### src/rtl/br_flag_unit_pkg.sv
// Shared encodings for the branch/flag unit: condition codes and FSM states.
package br_flag_unit_pkg;

  typedef enum logic [2:0] {
    NEQ    = 3'd0,
    EQ     = 3'd1,
    GT     = 3'd2,
    LT     = 3'd3,
    GTE    = 3'd4,
    LTE    = 3'd5,
    OVFL   = 3'd6,
    UNCOND = 3'd7
  } br_cond_e;

  typedef enum logic {
    IDLE  = 1'b0,
    FLUSH = 1'b1
  } state_e;

endpackage

### src/rtl/br_flag_unit_cond_eval.sv
// Combinational branch-condition evaluator over the architectural Z/V/N flags.
module br_cond_eval
  import br_flag_unit_pkg::*;
(
  input  logic       z,
  input  logic       v,
  input  logic       n,
  input  logic [2:0] br_cond,
  output logic       cond_true
);

  always_comb begin
    cond_true = 1'b0;
    case (br_cond_e'(br_cond))
      NEQ:     cond_true = !z;
      EQ:      cond_true = z;
      GT:      cond_true = !z && !n;
      LT:      cond_true = n;
      GTE:     cond_true = z || !n;
      LTE:     cond_true = n || z;
      OVFL:    cond_true = v;
      UNCOND:  cond_true = 1'b1;
      default: cond_true = 1'b0;
    endcase
  end

endmodule

### src/rtl/br_flag_unit.sv
// EX-stage flag register, branch resolution, PC redirect and wrong-path flush
// sequencing, plus a saturating count of taken control transfers.
module br_flag_unit
  import br_flag_unit_pkg::*;
#(
  parameter int ADDR_W    = 17,
  parameter int FLUSH_CYC = 2,
  parameter int CNT_W     = 16
) (
  input  logic              clk,
  input  logic              rst_n,
  input  logic              stall,
  input  logic              zr,
  input  logic              ov,
  input  logic              neg,
  input  logic              upd_z,
  input  logic              upd_nv,
  input  logic              br_instr,
  input  logic              jmp_instr,
  input  logic [2:0]        br_cond,
  input  logic [ADDR_W-1:0] tgt,
  output logic              pc_sel,
  output logic [ADDR_W-1:0] pc_tgt,
  output logic              flush,
  output logic              z_flag,
  output logic              v_flag,
  output logic              n_flag,
  output logic [CNT_W-1:0]  taken_cnt
);

  localparam logic [2:0] FCNT_INIT = 3'(FLUSH_CYC - 1);

  state_e              r_state;
  state_e              w_state_nxt;
  logic [2:0]          r_fcnt;
  logic                r_pc_sel;
  logic [ADDR_W-1:0]   r_pc_tgt;
  logic                r_flush;
  logic                r_z;
  logic                r_v;
  logic                r_n;
  logic [CNT_W-1:0]    r_cnt;
  logic                w_cond_true;
  logic                w_take;

  function automatic logic [CNT_W-1:0] sat_inc(input logic [CNT_W-1:0] c);
    return (&c) ? c : c + 1'b1;
  endfunction

  // Conditions see the flags left by the previous EX instruction.
  br_cond_eval u_cond_eval (
    .z         (r_z),
    .v         (r_v),
    .n         (r_n),
    .br_cond   (br_cond),
    .cond_true (w_cond_true)
  );

  assign w_take = (jmp_instr || (br_instr && w_cond_true)) && !stall && (r_state == IDLE);

  always_comb begin
    w_state_nxt = r_state;
    case (r_state)
      IDLE:    if (w_take) w_state_nxt = FLUSH;
      FLUSH:   if (!stall && (r_fcnt == 3'd0)) w_state_nxt = IDLE;
      default: w_state_nxt = IDLE;
    endcase
  end

  always_ff @(posedge clk or negedge rst_n) begin
    if (!rst_n) r_state <= IDLE;
    else        r_state <= w_state_nxt;
  end

  always_ff @(posedge clk or negedge rst_n) begin
    if (!rst_n) begin
      r_fcnt   <= 3'd0;
      r_pc_sel <= 1'b0;
      r_pc_tgt <= '0;
      r_flush  <= 1'b0;
      r_z      <= 1'b0;
      r_v      <= 1'b0;
      r_n      <= 1'b0;
      r_cnt    <= '0;
    end else if (!stall) begin
      // Instructions being squashed must not touch architectural flags.
      if (!r_flush) begin
        if (upd_z) r_z <= zr;
        if (upd_nv) begin
          r_v <= ov;
          r_n <= neg;
        end
      end
      case (r_state)
        IDLE: begin
          if (w_take) begin
            r_pc_sel <= 1'b1;
            r_pc_tgt <= tgt;
            r_flush  <= 1'b1;
            r_fcnt   <= FCNT_INIT;
            r_cnt    <= sat_inc(r_cnt);
          end
        end
        FLUSH: begin
          r_pc_sel <= 1'b0;
          if (r_fcnt == 3'd0) r_flush <= 1'b0;
          else                r_fcnt  <= r_fcnt - 1'b1;
        end
        default: ;
      endcase
    end
  end

  assign pc_sel    = r_pc_sel;
  assign pc_tgt    = r_pc_tgt;
  assign flush     = r_flush;
  assign z_flag    = r_z;
  assign v_flag    = r_v;
  assign n_flag    = r_n;
  assign taken_cnt = r_cnt;

endmodule

### config.mk
export PLATFORM = sky130hd
export DESIGN_NAME = br_flag_unit
export DESIGN_NICKNAME = d
export VERILOG_FILES = /design/src/rtl/br_flag_unit_pkg.sv /design/src/rtl/br_flag_unit_cond_eval.sv /design/src/rtl/br_flag_unit.sv
export SDC_FILE = /design/constraint.sdc
export NUM_CORES = 1
export LEC_CHECK = 0
export ABC_CLOCK_PERIOD_IN_PS = 4900
export BUFFER_PORTS_ARGS = -buffer_cell sky130_fd_sc_hd__buf_2
export CELL_PAD_IN_SITES_DETAIL_PLACEMENT = 0
export CELL_PAD_IN_SITES_GLOBAL_PLACEMENT = 2
export CORE_AREA = 2 2 81 83
export DETAILED_ROUTE_END_ITERATION = 10
export DIE_AREA = 0 0 83 85
export PLACE_DENSITY_LB_ADDON = 0.25
export SETUP_SLACK_MARGIN = 0.3
export SYNTH_ARGS = -nofsm -noshare
export SYNTH_HDL_FRONTEND = slang
export SYNTH_SLANG_ARGS = --single-unit
### constraint.sdc
create_clock -name clk -period 4.9 [get_ports clk]
set_input_delay 1.47 -clock clk [delete_from_list [all_inputs] [get_ports clk]]
set_output_delay 1.47 -clock clk [all_outputs]
set_load 0.1 [all_outputs]
==> metrics.md, run 1 <==
| Metric | Value |
|---|---|
| Seq. cell area | 1050 µm² |
| Area grow syn2layout | 25.5% |
| Type of the worst setup path | in2reg |
| Hold EP | pc_sel |
| Commonest cells post-synth | 42 x dfrtp_1, 23 x mux2_2, 15 x nand2_1, 8 x inv_1, 8 x xor2_1 |
| Std cell rows | 29 |
| H-tree Lvls | 2 |
| Area of the multi-input gates | 878 µm² |
| GRT Residual Overflow | 0 |
| Async set or reset register ratio after synthesis | 100% |
| Gpl congestion | 0.739 |
| Chip Width | 83 µm |
| Slew margin rel. | 38.9% |
| DIE HEIGHT | 85 µm |
| Worst Max-Slew Pin Slew | 0.917 ns |
| Share of cells above drive strength 1 | 44.1% |
| Reg2reg end | pc_tgt[9] |
| PortBufs | 67 |
| First-pass GRT wire length | 7190 µm |
| Post-synth EDFFs | 0 |
| Final max-slew violation count | 0 |
| Most frequent cell after synthesis | dfrtp_1 |
| Top cells by area, synth | dfrtp_1 53%, mux2_2 13%, xor2_1 3.5%, nand2_1 2.8%, xnor2_1 2.2% |
| Synth top area share | 53.1% |
| CTS tree | done |
| FF+latch count, synth | 42 |
| Core box area | 6200 µm² |
| Worst-Skew Late Latency | 0.30 ns |
| Most common flop cell mapped by yosys | dfrtp_1 |
| Initial antenna violation count | 0 |
| Post-DR vias/cell | 4.89 |
| WL/cell | 13.2 µm |
| Endpoints failing setup | 0 |
| Sink Count | 42 |
| RSZ-0062 raised after global routing | no |
| Antenna cell count | 0 |
| Hold_buf cts | 0 |
| Clock Pin Slew Worst Setup and Hold Paths | 0.09 ns |
| Syn Std Cell Area | 1980 µm² |
| Pin count of the biggest net entering global routing | 43 |
| Critical path cell sequence | buf_2 -> nor2_1 -> a221oi_1 -> o221ai_2 -> nor2_4 -> mux2_2 |
| Worst path required time | 5.09 ns |
| Fmax | 315 MHz |
| IO Pins | 68 |
| Initial DRC count | 79 |
| Outcome | completed |
| CP endpoint kind | register |
| GRT Util Overall | 12.5% |
| Post-Synthesis Cells | 166 |
| DR pass1 iterations | 4 |
| Worst r2r path cells | 5 |
| CTS Buffer Depth | 2 |
| HP Start | pc_sel |
| CP max stage delay | 0.48 ns |
| CP Data Arrival Time | 3.36 ns |
| Leading area contributor after synthesis | dfrtp_1 |
| Critical Path Source Type | primary input |
| Minimum clock period | 3.17 ns |
| Max-cap viol count | 0 |
| Distinct cells, synth | 38 |
| Hold path depth | 1 |
| Clock Tree Root | clkbuf_8 |
| # DRC | 0 |
| CP max FO | 17 |
| Setup tns final | 0 ns |
| Final Hold Fails | 0 |
| Crit path max-delay family | compound AO/OA/AOI/OAI gates |
| Worst setup startpoint | br_cond[1] |
| Post-CTS setup buffers | 0 |
| CP max-delay cell | nor2_4 |
| Post-cts gate resize count | 0 |
| Initial core utilization | 31.9% |
| WL final | 4170 µm |
| Layout Nets | 270 |
| Filler instances | 649 |
| Post-DP HPWL | 3080 µm |
| CTS Buf Count | 5 |
| Syn nets | 199 |
| Die area | 7060 µm² |
| Worst Hold Class | reg2reg |
| FF-to-FF Start | z_flag |
| Final period utilization | 64.7% |
| Syn avg cell area | 11.9 µm² |
| Yosys warnings | 0 |
| Vias | 1541 |
| Vias in the first global route | 1521 |
| Antenna violation net count after detailed routing | 0 |
| Register area share after synthesis | 53.1% |
| Worst Path Buf+Inv | 1 |
| Clock skew | 0.00516 ns |
| Worst R2R Setup Slack | 2.59 ns |
-- state kept, by name, indices dropped and copies added (netlist names) --
| signal | flops |
|---|---|
| n_flag | 1 |
| v_flag | 1 |
| pc_tgt | 17 |
| pc_sel | 1 |
| r_state | 1 |
| flush | 1 |
| taken_cnt | 16 |
| r_fcnt | 3 |
| z_flag | 1 |
-- kinds of logic after synthesis --
family,after synthesis,share of synthesized area [%]
muxes,24,13.6
DFF,42,53.1
xor gates and xnor gates,13,5.75
adders and majority gates,3,1.90
AOI/OAI and AO/OA,21,8.53
buffers and inverters,11,2.59
and+or+nand+nor,52,14.6
-- per-stage QoR --
step | worst slack (ns) | hold WS [ns] | cells | util (%) | area, µm²
finish | 1.73 | 0.493 | 315 | 40.0 | 2480
detailed placement | 1.40 | 0.479 | 307 | 38.5 | 2390
floorplan | 1.82 | 0.473 | 166 | - | 1980
global placement | 1.48 | 0.474 | 307 | 38.5 | 2390
global route | 1.61 | 0.512 | 315 | 40.0 | 2480
CTS | 1.73 | 0.499 | 315 | 40.0 | 2480
-- worst max-delay path by stage --
stage	endpoint	depth (start not counted)
after floorplan	pc_tgt[10]	6
after global placement	pc_tgt[3]	6
after detailed placement	pc_tgt[9]	6
after CTS	pc_tgt[9]	6
after global routing	pc_tgt[3]	6
final	pc_tgt[9]	6
-- metal layers --
layer	vias to the layer above	track usage (%)	routed length, µm	share of wire (%)
met5	-	0	0	0
met4	0	5.07	76	1.8
met3	8	4.09	224	5.4
met2	40	20.3	2030	49
met1	754	15.4	1840	44
li1	739	-	-	-
-- worst register-to-register path, delay by kind of cell (launching register included) --
kind            cells  cell delay, ns
compound gates      2            0.82
flops               1            0.44
mux                 1            0.40
simple gates        2            0.54
-- final cells by class --
cell class	count	share of cell area [%]
well taps	77	3.88
flip-flops and latches	42	42.3
clock buffers	5	2.77
multi-input cells	113	35.3
clock inverters	3	1.01
inverters	8	1.21
repair buffers	67	13.5
-- placed cells by master (no fill, tap or decap), types with 2 or more instances in the layout --
| master | count |
|---|---|
| dfrtp_1 | 42 |
| and4_1 | 3 |
| nor4b_1 | 3 |
| xnor2_1 | 5 |
| o21a_1 | 2 |
| mux2_2 | 23 |
| a22o_1 | 2 |
| xor2_1 | 8 |
| nor4_1 | 5 |
| o31ai_1 | 2 |
| nand3_1 | 7 |
| ha_1 | 3 |
| o21ai_0 | 6 |
| buf_2 | 67 |
| clkbuf_8 | 5 |
| nor3_1 | 3 |
| nor2_1 | 5 |
| and3_1 | 2 |
| nand2_1 | 15 |
| inv_1 | 8 |
| nand4_1 | 2 |
Power of run 1 is left out: the tool's default activity adds up to more than one toggle a clock period on the data nets, which glitch-free logic cannot reach.
==> run 2, diff against run 1 <==
- ABC_CLOCK_PERIOD_IN_PS: 4900 -> 2580
- CORE_AREA: 2 2 81 83 -> 2 2 88 90
- DIE_AREA: 0 0 83 85 -> 0 0 90 92
- clock period: 4.9 -> 2.58 ns (I/O delays scaled with it)
==> run 2 against run 1 <==
  * Final area up 7.5%
  * Setup slack worse by 1.4 ns
  * Wire length up 14%
  * Global-route usage down 0.73 points
  * First-iteration DRC count down 48%
  * Die area up 17%
  * Final cell count up 9.5%
  * Sequential cell count unchanged
  * Clock skew about the same
  * Clock-buffer cell count up 1
  * Utilization down 4.2 points
  * Highest routed layer unchanged
==> metrics.md, run 2 (synthesized netlist as in run 1, its figures left out) <==
| Metric | Value |
|---|---|
| RSZ-0062 raised after global routing | no |
| Die area | 8280 µm² (+17%) |
| Initial DRC count | 41 (-48%) |
| Outcome | completed |
| Area grow syn2layout | 34.8% |
| Crit path max-delay family | compound AO/OA/AOI/OAI gates |
| Post-CTS setup buffers | 0 (unchanged) |
| Filler instances | 793 (+22%) |
| Worst-Skew Late Latency | 0.29 ns (about the same) |
| FF-to-FF Start | n_flag |
| Std cell rows | 32 (+10%) |
| Antenna violation net count after detailed routing | 0 (unchanged) |
| Initial core utilization | 26.6% (-5.3 points) |
| CTS Buffer Depth | 2 (unchanged) |
| GRT Util Overall | 11.8% (-0.73 points) |
| H-tree Lvls | 2 (unchanged) |
| Met1 usage | 16.0% (+0.60 points) |
| Vias in the first global route | 1597 (+5.0%) |
| Post-DP HPWL | 3530 µm (+15%) |
| Commonest cells after routing, fill and taps aside | 67 x buf_2, 37 x dfrtp_1, 23 x mux2_2, 15 x nand2_1 |
| GRT Residual Overflow | 0 (unchanged) |
| CTS Buf Count | 5 (unchanged) |
| CP Data Arrival Time | 2.42 ns (-0.94 ns) |
| Worst setup startpoint | br_cond[1] |
| Hold_buf cts | 0 (unchanged) |
| Vias | 1519 (-1.4%) |
| Final max-slew violation count | 0 (unchanged) |
| Core box area | 7450 µm² (+20%) |
| PortBufs | 67 (unchanged) |
| Final period utilization | 86.9% |
| Gr busiest metal | met2 |
| CP max-delay cell | a311oi_2 |
| Gpl congestion | 0.728 (-1.4%) |
| Fmax | 446 MHz |
| Routing usage on met2 | 17.7% (-2.6 points) |
| Worst Hold Class | in2async |
| CTS tree | done |
| DIE HEIGHT | 92 µm (+8.2%) |
| Post-DR vias/cell | 4.40 (-10%) |
| WL final | 4740 µm (+14%) |
| Antenna cell count | 0 (unchanged) |
| Share of cells above drive strength 1 | 48.1% (+4.0 points) |
| CP max stage delay | 0.43 ns (-0.05 ns) |
| Critical path cell sequence | buf_2 -> mux2i_1 -> a311oi_2 -> o221ai_4 -> nor4b_1 -> mux2_2 |
| # DRC | 0 (unchanged) |
| GRT met3 Usage | 3.20% (-0.88 points) |
| Final Hold Fails | 0 (unchanged) |
| Worst Path Buf+Inv | 1 (unchanged) |
| WL/cell | 13.7 µm (+3.7%) |
| CP endpoint kind | register |
| Clock skew | 0.00546 ns (+0.000296 ns) |
| Setup tns final | 0 ns (unchanged) |
| Worst path required time | 2.76 ns (-2.33 ns) |
| Endpoints failing setup | 0 (unchanged) |
| Max-cap viol count | 0 (unchanged) |
| First-pass GRT wire length | 7810 µm (+8.6%) |
| Critical Path Source Type | primary input |
| Initial antenna violation count | 0 (unchanged) |
| Chip Width | 90 µm (+8.4%) |
| Layout Nets | 275 (+1.9%) |
| Minimum clock period | 2.24 ns |
| Sink Count | 42 (unchanged) |
| Clock Tree Root | clkbuf_8 |
| Largest register FFs | 17 (unchanged) |
| Type of the worst setup path | in2reg |
| DR pass1 iterations | 6 (+2) |
| IO Pins | 68 (unchanged) |
| Clock Pin Slew Worst Setup and Hold Paths | 0.08 ns (about the same) |
| Slew margin rel. | 67.4% (+29 points) |
| Worst Max-Slew Pin Slew | 0.485 ns (-0.432 ns) |
| CP max FO | 6 (-11) |
| Pin count of the biggest net entering global routing | 24 (-44%) |
| Most common cell after layout, fill and taps aside | buf_2 |
run 2: path summary, 6_finish.rpt:
check	to	slack, ns	cells after the start
setup / recovery	taken_cnt[12]	0.34	6
hold reg to reg	taken_cnt[6]	0.49	1
setup reg to reg	taken_cnt[12]	0.57	5
hold / removal	pc_tgt[15]	0.43	1
min in group clk	taken_cnt[6]	0.49	1
max in group asynchronous	taken_cnt[13]	1.65	2
run 2: worst register-to-register path, stage by stage (launching register included):
cell and delay, ns:
dfrtp_2 0.45, a211oi_1 0.34, or3_4 0.22, o221ai_4 0.17
nor4b_1 0.36, mux2_2 0.37
run 2: what timing repair did:
action	in CTS	in global routing
gates resized for setup	0	2
endpoints found under the setup margin	0	4
endpoints found under the hold margin	0	0
run 2: final cells by class:
cell class / count / area (µm²) / share of cell area [%]
flip-flops and latches: 42 / 1060 / 39.6
multi-input cells: 113 / 902 / 33.8
repair buffers: 72 / 410 / 15.4
well taps: 102 / 128 / 4.78
clock buffers: 6 / 82.6 / 3.09
clock inverters: 2 / 60.1 / 2.25
inverters: 8 / 30.0 / 1.12
run 2: metal layers:
metal,vias to the layer above,wire (µm)
met2,47,2100
met5,-,0
li1,754,-
met3,9,263
met4,0,98
met1,709,2270
run 2: metrics by stage:
stage | cell area, µm² | setup WS (ns) | hold slack [ns] | cells | utilization, %
global placement | 2510 | 0.0744 | 0.480 | 337 | 33.7
finish | 2670 | 0.339 | 0.428 | 345 | 35.9
floorplan | 1990 | 0.225 | 0.473 | 166 | -
CTS | 2650 | 0.311 | 0.444 | 345 | 35.6
global route | 2670 | 0.256 | 0.461 | 345 | 35.9
detailed placement | 2510 | 0.0285 | 0.475 | 337 | 33.7
Power of run 2 is left out for the same reason.
